--- config.mk ---
export PLATFORM = sky130hd
export DESIGN_NAME = store_retire_buffer
export DESIGN_NICKNAME = d
export VERILOG_FILES = /design/src/rtl/store_retire_buffer_pkg.sv /design/src/rtl/store_retire_buffer_forwarder.sv /design/src/rtl/store_retire_buffer.sv
export SDC_FILE = /design/constraint.sdc
export NUM_CORES = 1
export LEC_CHECK = 0
export BUFFER_PORTS_ARGS = -buffer_cell sky130_fd_sc_hd__buf_4
export CAP_MARGIN = 20
export CORE_MARGIN = 5
export CORE_UTILIZATION = 65
export CTS_CLUSTER_SIZE = 28
export DETAILED_ROUTE_END_ITERATION = 10
export GPL_TIMING_DRIVEN = 0
export HOLD_SLACK_MARGIN = 0.08
export PLACE_DENSITY = 0.87
export SLEW_MARGIN = 20
export SYNTH_ARGS = -nofsm -noshare
export SYNTH_HDL_FRONTEND = slang
export SYNTH_SLANG_ARGS = --single-unit
--- constraint.sdc ---
create_clock -name clk -period 13.1 [get_ports clk]
set_clock_uncertainty 0.05 [all_clocks]
set_input_delay 0.655 -clock clk [delete_from_list [all_inputs] [get_ports clk]]
set_output_delay 0.655 -clock clk [all_outputs]
set_load 0.1 [all_outputs]
--- src/rtl/store_retire_buffer_pkg.sv ---
// Load/store unit shared types for the post-commit store retire buffer.
//   - Address/data path typedefs for a 4-byte block.
//   - StoreRetireBufferEntry record: block address, byte enables, data.
//   - STORE_RETIRE_BUFFER_ENTRY_NUM: default buffer depth.
//   - LSQ_ToFullAddrFromBlockAddr: block address -> byte address.
package LoadStoreUnitTypes;

    localparam int PHY_ADDR_WIDTH           = 32;
    localparam int LSQ_BLOCK_BYTE_NUM       = 4;
    localparam int LSQ_BLOCK_BYTE_NUM_BITS  = $clog2(LSQ_BLOCK_BYTE_NUM);
    localparam int LSQ_BLOCK_DATA_WIDTH     = LSQ_BLOCK_BYTE_NUM * 8;
    localparam int LSQ_BLOCK_ADDR_WIDTH     = PHY_ADDR_WIDTH - LSQ_BLOCK_BYTE_NUM_BITS;

    localparam int STORE_RETIRE_BUFFER_ENTRY_NUM = 4;

    typedef logic [PHY_ADDR_WIDTH-1:0]       PhyAddrPath;
    typedef logic [LSQ_BLOCK_ADDR_WIDTH-1:0] LSQ_BlockAddrPath;
    typedef logic [LSQ_BLOCK_BYTE_NUM-1:0]   LSQ_WordByteEnablePath;
    typedef logic [LSQ_BLOCK_DATA_WIDTH-1:0] LSQ_BlockDataPath;

    typedef struct packed {
        LSQ_BlockAddrPath      addr;
        LSQ_WordByteEnablePath byteWE;
        LSQ_BlockDataPath      data;
    } StoreRetireBufferEntry;

    // Block addresses index whole blocks; append zero byte-offset bits.
    function automatic PhyAddrPath LSQ_ToFullAddrFromBlockAddr(input LSQ_BlockAddrPath a);
        return {a, {LSQ_BLOCK_BYTE_NUM_BITS{1'b0}}};
    endfunction

endpackage

--- src/rtl/store_retire_buffer_forwarder.sv ---
// Byte-granular store-to-load forwarding over the retire buffer contents.
// Ports:
//   entries_i   : buffer storage array
//   valid_i     : per-slot valid bits
//   head_i      : oldest slot index; age increases from head towards tail
//   probe_addr_i: load block address
//   probe_re_i  : load byte read enables
//   data_o      : forwarded bytes, zero where no store covers the byte
//   hit_o       : every requested byte covered
//   conflict_o  : some but not all requested bytes covered
module store_retire_buffer_forwarder
    import LoadStoreUnitTypes::*;
#(
    parameter int ENTRY_NUM = STORE_RETIRE_BUFFER_ENTRY_NUM,
    parameter int PTR_W     = $clog2(ENTRY_NUM)
) (
    input  StoreRetireBufferEntry entries_i [ENTRY_NUM],
    input  logic [ENTRY_NUM-1:0]  valid_i,
    input  logic [PTR_W-1:0]      head_i,
    input  LSQ_BlockAddrPath      probe_addr_i,
    input  LSQ_WordByteEnablePath probe_re_i,
    output LSQ_BlockDataPath      data_o,
    output logic                  hit_o,
    output logic                  conflict_o
);

    LSQ_WordByteEnablePath covered;
    logic [PTR_W-1:0]      idx;

    // Walk slots oldest to youngest starting at head; a later (younger)
    // match overwrites an earlier one, so the youngest store wins per byte.
    always_comb begin
        data_o  = '0;
        covered = '0;
        idx     = '0;
        for (int k = 0; k < ENTRY_NUM; k++) begin
            idx = head_i + k[PTR_W-1:0];
            if (valid_i[idx] && entries_i[idx].addr == probe_addr_i) begin
                for (int b = 0; b < LSQ_BLOCK_BYTE_NUM; b++) begin
                    if (entries_i[idx].byteWE[b]) begin
                        covered[b]       = 1'b1;
                        data_o[b*8 +: 8] = entries_i[idx].data[b*8 +: 8];
                    end
                end
            end
        end
    end

    assign hit_o      = (probe_re_i != '0) && ((probe_re_i & ~covered) == '0);
    assign conflict_o = ((probe_re_i & covered) != '0) && !hit_o;

endmodule

--- src/rtl/store_retire_buffer.sv ---
// Post-commit store retire buffer: in-order FIFO of committed stores that
// drains to the D-cache write port and forwards data to younger loads.
// Ports:
//   clk, rst                 : clock, async active-high reset
//   commitValid/Ready/Addr/ByteWE/Data : enqueue of committed stores
//   dcWrReq/Ack/Addr/Data/ByteWE       : head drain to the D-cache
//   probeAddr/ByteRE -> probeHit/Conflict/Data : combinational forwarding
//   empty, count             : occupancy (registered-derived)
module store_retire_buffer
    import LoadStoreUnitTypes::*;
#(
    parameter int ENTRY_NUM = STORE_RETIRE_BUFFER_ENTRY_NUM
) (
    input  logic                           clk,
    input  logic                           rst,
    input  logic                           commitValid,
    output logic                           commitReady,
    input  LSQ_BlockAddrPath               commitAddr,
    input  LSQ_WordByteEnablePath          commitByteWE,
    input  LSQ_BlockDataPath               commitData,
    output logic                           dcWrReq,
    input  logic                           dcWrAck,
    output PhyAddrPath                     dcWrAddr,
    output LSQ_BlockDataPath               dcWrData,
    output LSQ_WordByteEnablePath          dcWrByteWE,
    input  LSQ_BlockAddrPath               probeAddr,
    input  LSQ_WordByteEnablePath          probeByteRE,
    output logic                           probeHit,
    output logic                           probeConflict,
    output LSQ_BlockDataPath               probeData,
    output logic                           empty,
    output logic [$clog2(ENTRY_NUM):0]     count
);

    localparam int PTR_W = $clog2(ENTRY_NUM);
    localparam int CNT_W = PTR_W + 1;

    StoreRetireBufferEntry entries_q [ENTRY_NUM];
    logic [ENTRY_NUM-1:0]  valid_q, valid_d;
    logic [PTR_W-1:0]      head_q, head_d;
    logic [PTR_W-1:0]      tail_q, tail_d;
    logic [CNT_W-1:0]      count_q, count_d;

    logic enq, deq;

    // Ready looks only at registered count: no ack-to-ready bypass.
    assign commitReady = (count_q != CNT_W'(ENTRY_NUM));
    assign empty       = (count_q == '0);
    assign count       = count_q;
    assign dcWrReq     = !empty;

    assign enq = commitValid && commitReady;
    assign deq = dcWrAck && dcWrReq;

    // Head fields are forced to zero while empty so a stale slot never shows.
    assign dcWrAddr   = dcWrReq ? LSQ_ToFullAddrFromBlockAddr(entries_q[head_q].addr) : '0;
    assign dcWrData   = dcWrReq ? entries_q[head_q].data   : '0;
    assign dcWrByteWE = dcWrReq ? entries_q[head_q].byteWE : '0;

    always_comb begin
        head_d  = head_q;
        tail_d  = tail_q;
        count_d = count_q;
        valid_d = valid_q;
        if (deq) begin
            head_d          = head_q + PTR_W'(1);
            valid_d[head_q] = 1'b0;
        end
        if (enq) begin
            tail_d          = tail_q + PTR_W'(1);
            valid_d[tail_q] = 1'b1;
        end
        case ({enq, deq})
            2'b10:   count_d = count_q + CNT_W'(1);
            2'b01:   count_d = count_q - CNT_W'(1);
            default: count_d = count_q;
        endcase
    end

    always_ff @(posedge clk or posedge rst) begin
        if (rst) begin
            head_q  <= '0;
            tail_q  <= '0;
            count_q <= '0;
            valid_q <= '0;
            for (int i = 0; i < ENTRY_NUM; i++) begin
                entries_q[i] <= '0;
            end
        end else begin
            head_q  <= head_d;
            tail_q  <= tail_d;
            count_q <= count_d;
            valid_q <= valid_d;
            if (enq) begin
                entries_q[tail_q].addr   <= commitAddr;
                entries_q[tail_q].byteWE <= commitByteWE;
                entries_q[tail_q].data   <= commitData;
            end
        end
    end

    store_retire_buffer_forwarder #(
        .ENTRY_NUM (ENTRY_NUM),
        .PTR_W     (PTR_W)
    ) u_fwd (
        .entries_i    (entries_q),
        .valid_i      (valid_q),
        .head_i       (head_q),
        .probe_addr_i (probeAddr),
        .probe_re_i   (probeByteRE),
        .data_o       (probeData),
        .hit_o        (probeHit),
        .conflict_o   (probeConflict)
    );

endmodule

==> impl_metrics.csv <==
group,metric,value,unit
cts,clk_path_buf_depth,3,
worst_setup_path,cp.arrival,11110,ps
worst_setup_path,cp_common_cell,"buf_4",
final_layout,multi_input_area,0.0133,mm2
cts,clk_pin_slew,60,ps
cts,cts_made_buffers,30,
worst_setup_path,start_kind,"flop",
grt,antenna_found_initial,6,
cts,clk_latency,590,ps
yosys,synth_seq_cells,275,
worst_setup_path,required,12400,ps
yosys,async_reset_ff_share,100,%
floorplan,die_area,0.0360,mm2
grt,grt_max_degree,108,
worst_setup_path,crit_path_end_kind,"output pin",
timing,period_share,90.2,%
min_path,hp-class,"in2async",
floorplan,chipHeight,190,um
cts,cts_resized,0,
final_layout,syn_to_final_growth,14.8,%
final_layout,n_fill_cell,1896,
cts,cts_tree,"yes",
final_layout,mostFrequentLayoutCells,"mux2_2 (297), dfrtp_1 (275), mux4_2 (212)",
worst_setup_path,cpPeakStageDelay,870,ps
yosys,yosysWarningCount,0,
floorplan,ios,212,
placement,dpl.hpwl,59600,um
drt,first_pass_iters,6,
final_layout,drive_gt1_share,44.0,%
floorplan,die-width,190,um
grt,grt_util_all_layers,46.1,%
placement,gp_congestion,1.04,
run,drv_cap,0,
yosys,syn_area_per_cell,12.8,um2
timing,slew_headroom,12.8,%
yosys,netlist_area,0.0210,mm2
grt,grt_pass1_wl,122000,um
timing,final-max-slew-violation-count,0,
worst_setup_path,slowest_stage,"nor3b_2",
final_layout,nets,1974,
placement,place_ws,2510,ps
placement,portBuffers,188,
yosys,synth-edff-count,0,
worst_setup_path,worst-setup-path-type,"reg2out",
drt,routed_wl,84000,um
cts,htreeDepth,1,
timing,fmax,84.7,MHz
timing,setup_viol_count_final,0,
timing,tightest_slew,1280,ps
drt,route.detailed.drc,0,
timing,rsz0062_at_grt,"false",
yosys,synthCells,1636,
yosys,yosysSeqAreaShare,32.8,%
drt,routedWlPerCell,36.7,um
drt,via_per_inst,7.92,
yosys,ys.flop_type,"dfrtp_1",
floorplan,rows,65,
drt,drt-initial-drc-count,3062,
grt,overflow,0,
timing,hold_violations,0,
grt,first_global_vias,18137,
cts,root_buffer,"clkbuf_16",
drt,postRouteAntennaNets,0,
timing,layout_setup_ws,1290,ps
drt,route.vias.total,18120,
floorplan,initial_utilization,66.2,%
cts,cts_hold_buf,0,
timing,fin_crit,11810,ps
cts,cts.sinks,275,
final_layout,regArea,0.00688,mm2
timing,finalSetupTns,0,ps
final_layout,final_common_cell,"mux2_2",
worst_setup_path,path_max_fanout,10,
cts,postCtsSetupBuffers,0,
floorplan,core,0.0317,mm2
run_status,status,"completed",
yosys,synthDistinctLibCells,78,
## area by class of cell
class | instances | share of cell area (%)
diodes | 2 | 0.0208
plain buffers | 145 | 3.23
clock buffers | 37 | 3.30
clock inverters | 18 | 1.29
inverters | 26 | 0.436
multi-input cells | 1191 | 55.0
flip-flops and latches | 275 | 28.5
well taps | 402 | 2.09
repair buffers | 191 | 6.13
## registers in the layout, indices dropped and copies added (netlist names)
signal / count
entries_q: 264
valid_q: 4
head_q: 2
count: 3
tail_q: 2
## stage by stage
step / hold WS, ps / area [um2] / utilization [%] / cells
global route: 104 / 24100 / 76.0 / 2285
global placement: 463 / 22900 / 72.3 / 2227
CTS: 91.9 / 24100 / 76.0 / 2284
finish: 58.7 / 24100 / 76.0 / 2287
floorplan: 445 / 21000 / - / 1637
detailed placement: 474 / 23000 / 72.5 / 2229
## cell usage after synthesis, types with 3 or more instances
| master | number | area [um2] |
|---|---|---|
| a211oi_1 | 5 | 37.5 |
| a21oi_1 | 31 | 155 |
| a22oi_1 | 15 | 113 |
| a31o_1 | 8 | 70.1 |
| a32o_1 | 16 | 160 |
| and2_1 | 60 | 375 |
| and3_1 | 9 | 56.3 |
| buf_1 | 23 | 86.3 |
| buf_2 | 28 | 140 |
| buf_4 | 21 | 158 |
| buf_6 | 10 | 113 |
| buf_8 | 4 | 60.1 |
| clkbuf_1 | 59 | 221 |
| dfrtp_1 | 275 | 6880 |
| ha_1 | 9 | 113 |
| inv_1 | 25 | 93.8 |
| mux2_1 | 16 | 180 |
| mux2_2 | 297 | 3340 |
| mux2i_1 | 114 | 1140 |
| mux4_2 | 212 | 4770 |
| nand2_1 | 70 | 263 |
| nand2b_1 | 7 | 43.8 |
| nand3_1 | 13 | 65.1 |
| nand4_1 | 15 | 93.8 |
| nor2_1 | 32 | 120 |
| nor2b_1 | 5 | 31.3 |
| nor3_1 | 11 | 55.1 |
| nor4_1 | 10 | 62.6 |
| o2111ai_1 | 3 | 26.3 |
| o211ai_1 | 3 | 22.5 |
| o21a_1 | 10 | 75.1 |
| o21ai_0 | 23 | 115 |
| o21ai_1 | 4 | 20.0 |
| o221ai_1 | 3 | 26.3 |
| o22ai_1 | 12 | 75.1 |
| o2bb2ai_1 | 4 | 35.0 |
| o32ai_1 | 5 | 43.8 |
| or3_1 | 4 | 25.0 |
| or4_1 | 8 | 60.1 |
| xnor2_1 | 77 | 674 |
| xor2_1 | 27 | 236 |
## final timing paths
| check | start | to | slack (ps) | cells after the start |
|---|---|---|---|---|
| worst max-delay path | head_q[1] | probeHit | 1290 | 26 |
| worst max register to register | head_q[1] | head_q[1] | 3960 | 22 |
| max in group asynchronous | rst | entries_q[78] | 11550 | 4 |
| min in group clk | commitData[15] | entries_q[15] | 260 | 2 |
| worst min register to register | valid_q[1] | valid_q[1] | 520 | 2 |
| worst min-delay path | rst | entries_q[246] | 60 | 2 |
## metal layers
layer  vias up  track usage (%)  wire length, um
li1       6818                -                -
met3       434             18.9            13000
met4        10             18.9             4820
met5         -                0               85
met2      1846             67.6            36200
met1      9012             61.7            29900
## worst max-delay path, delay by kind of cell, from the launching register on
kind,cells,cell delay [ps]
adder cells (fa/ha/maj),1,610
flip-flops,1,540
AND/OR/NAND/NOR,5,2360
AO/OA/AOI/OAI,3,960
buffers and inverters,16,5470
multiplexers,1,460
## kinds of logic (layout without fill, tap and decap cells)
logic type | Yosys count | in the layout | share of synthesized area, %
AO/OA/AOI/OAI | 175 | 175 | 6.28
XOR/XNOR | 104 | 104 | 4.34
adder cells (fa/ha/maj) | 10 | 10 | 0.631
buffers and inverters | 171 | 417 | 4.17
flip-flops | 275 | 275 | 32.8
multiplexers | 640 | 640 | 45.1
other | 1 | 4 | 0.0179
AND/OR/NAND/NOR | 260 | 260 | 6.73
Power is not shown: default switching activity piles up to over one toggle a cycle in this logic, so the estimate is an artifact.
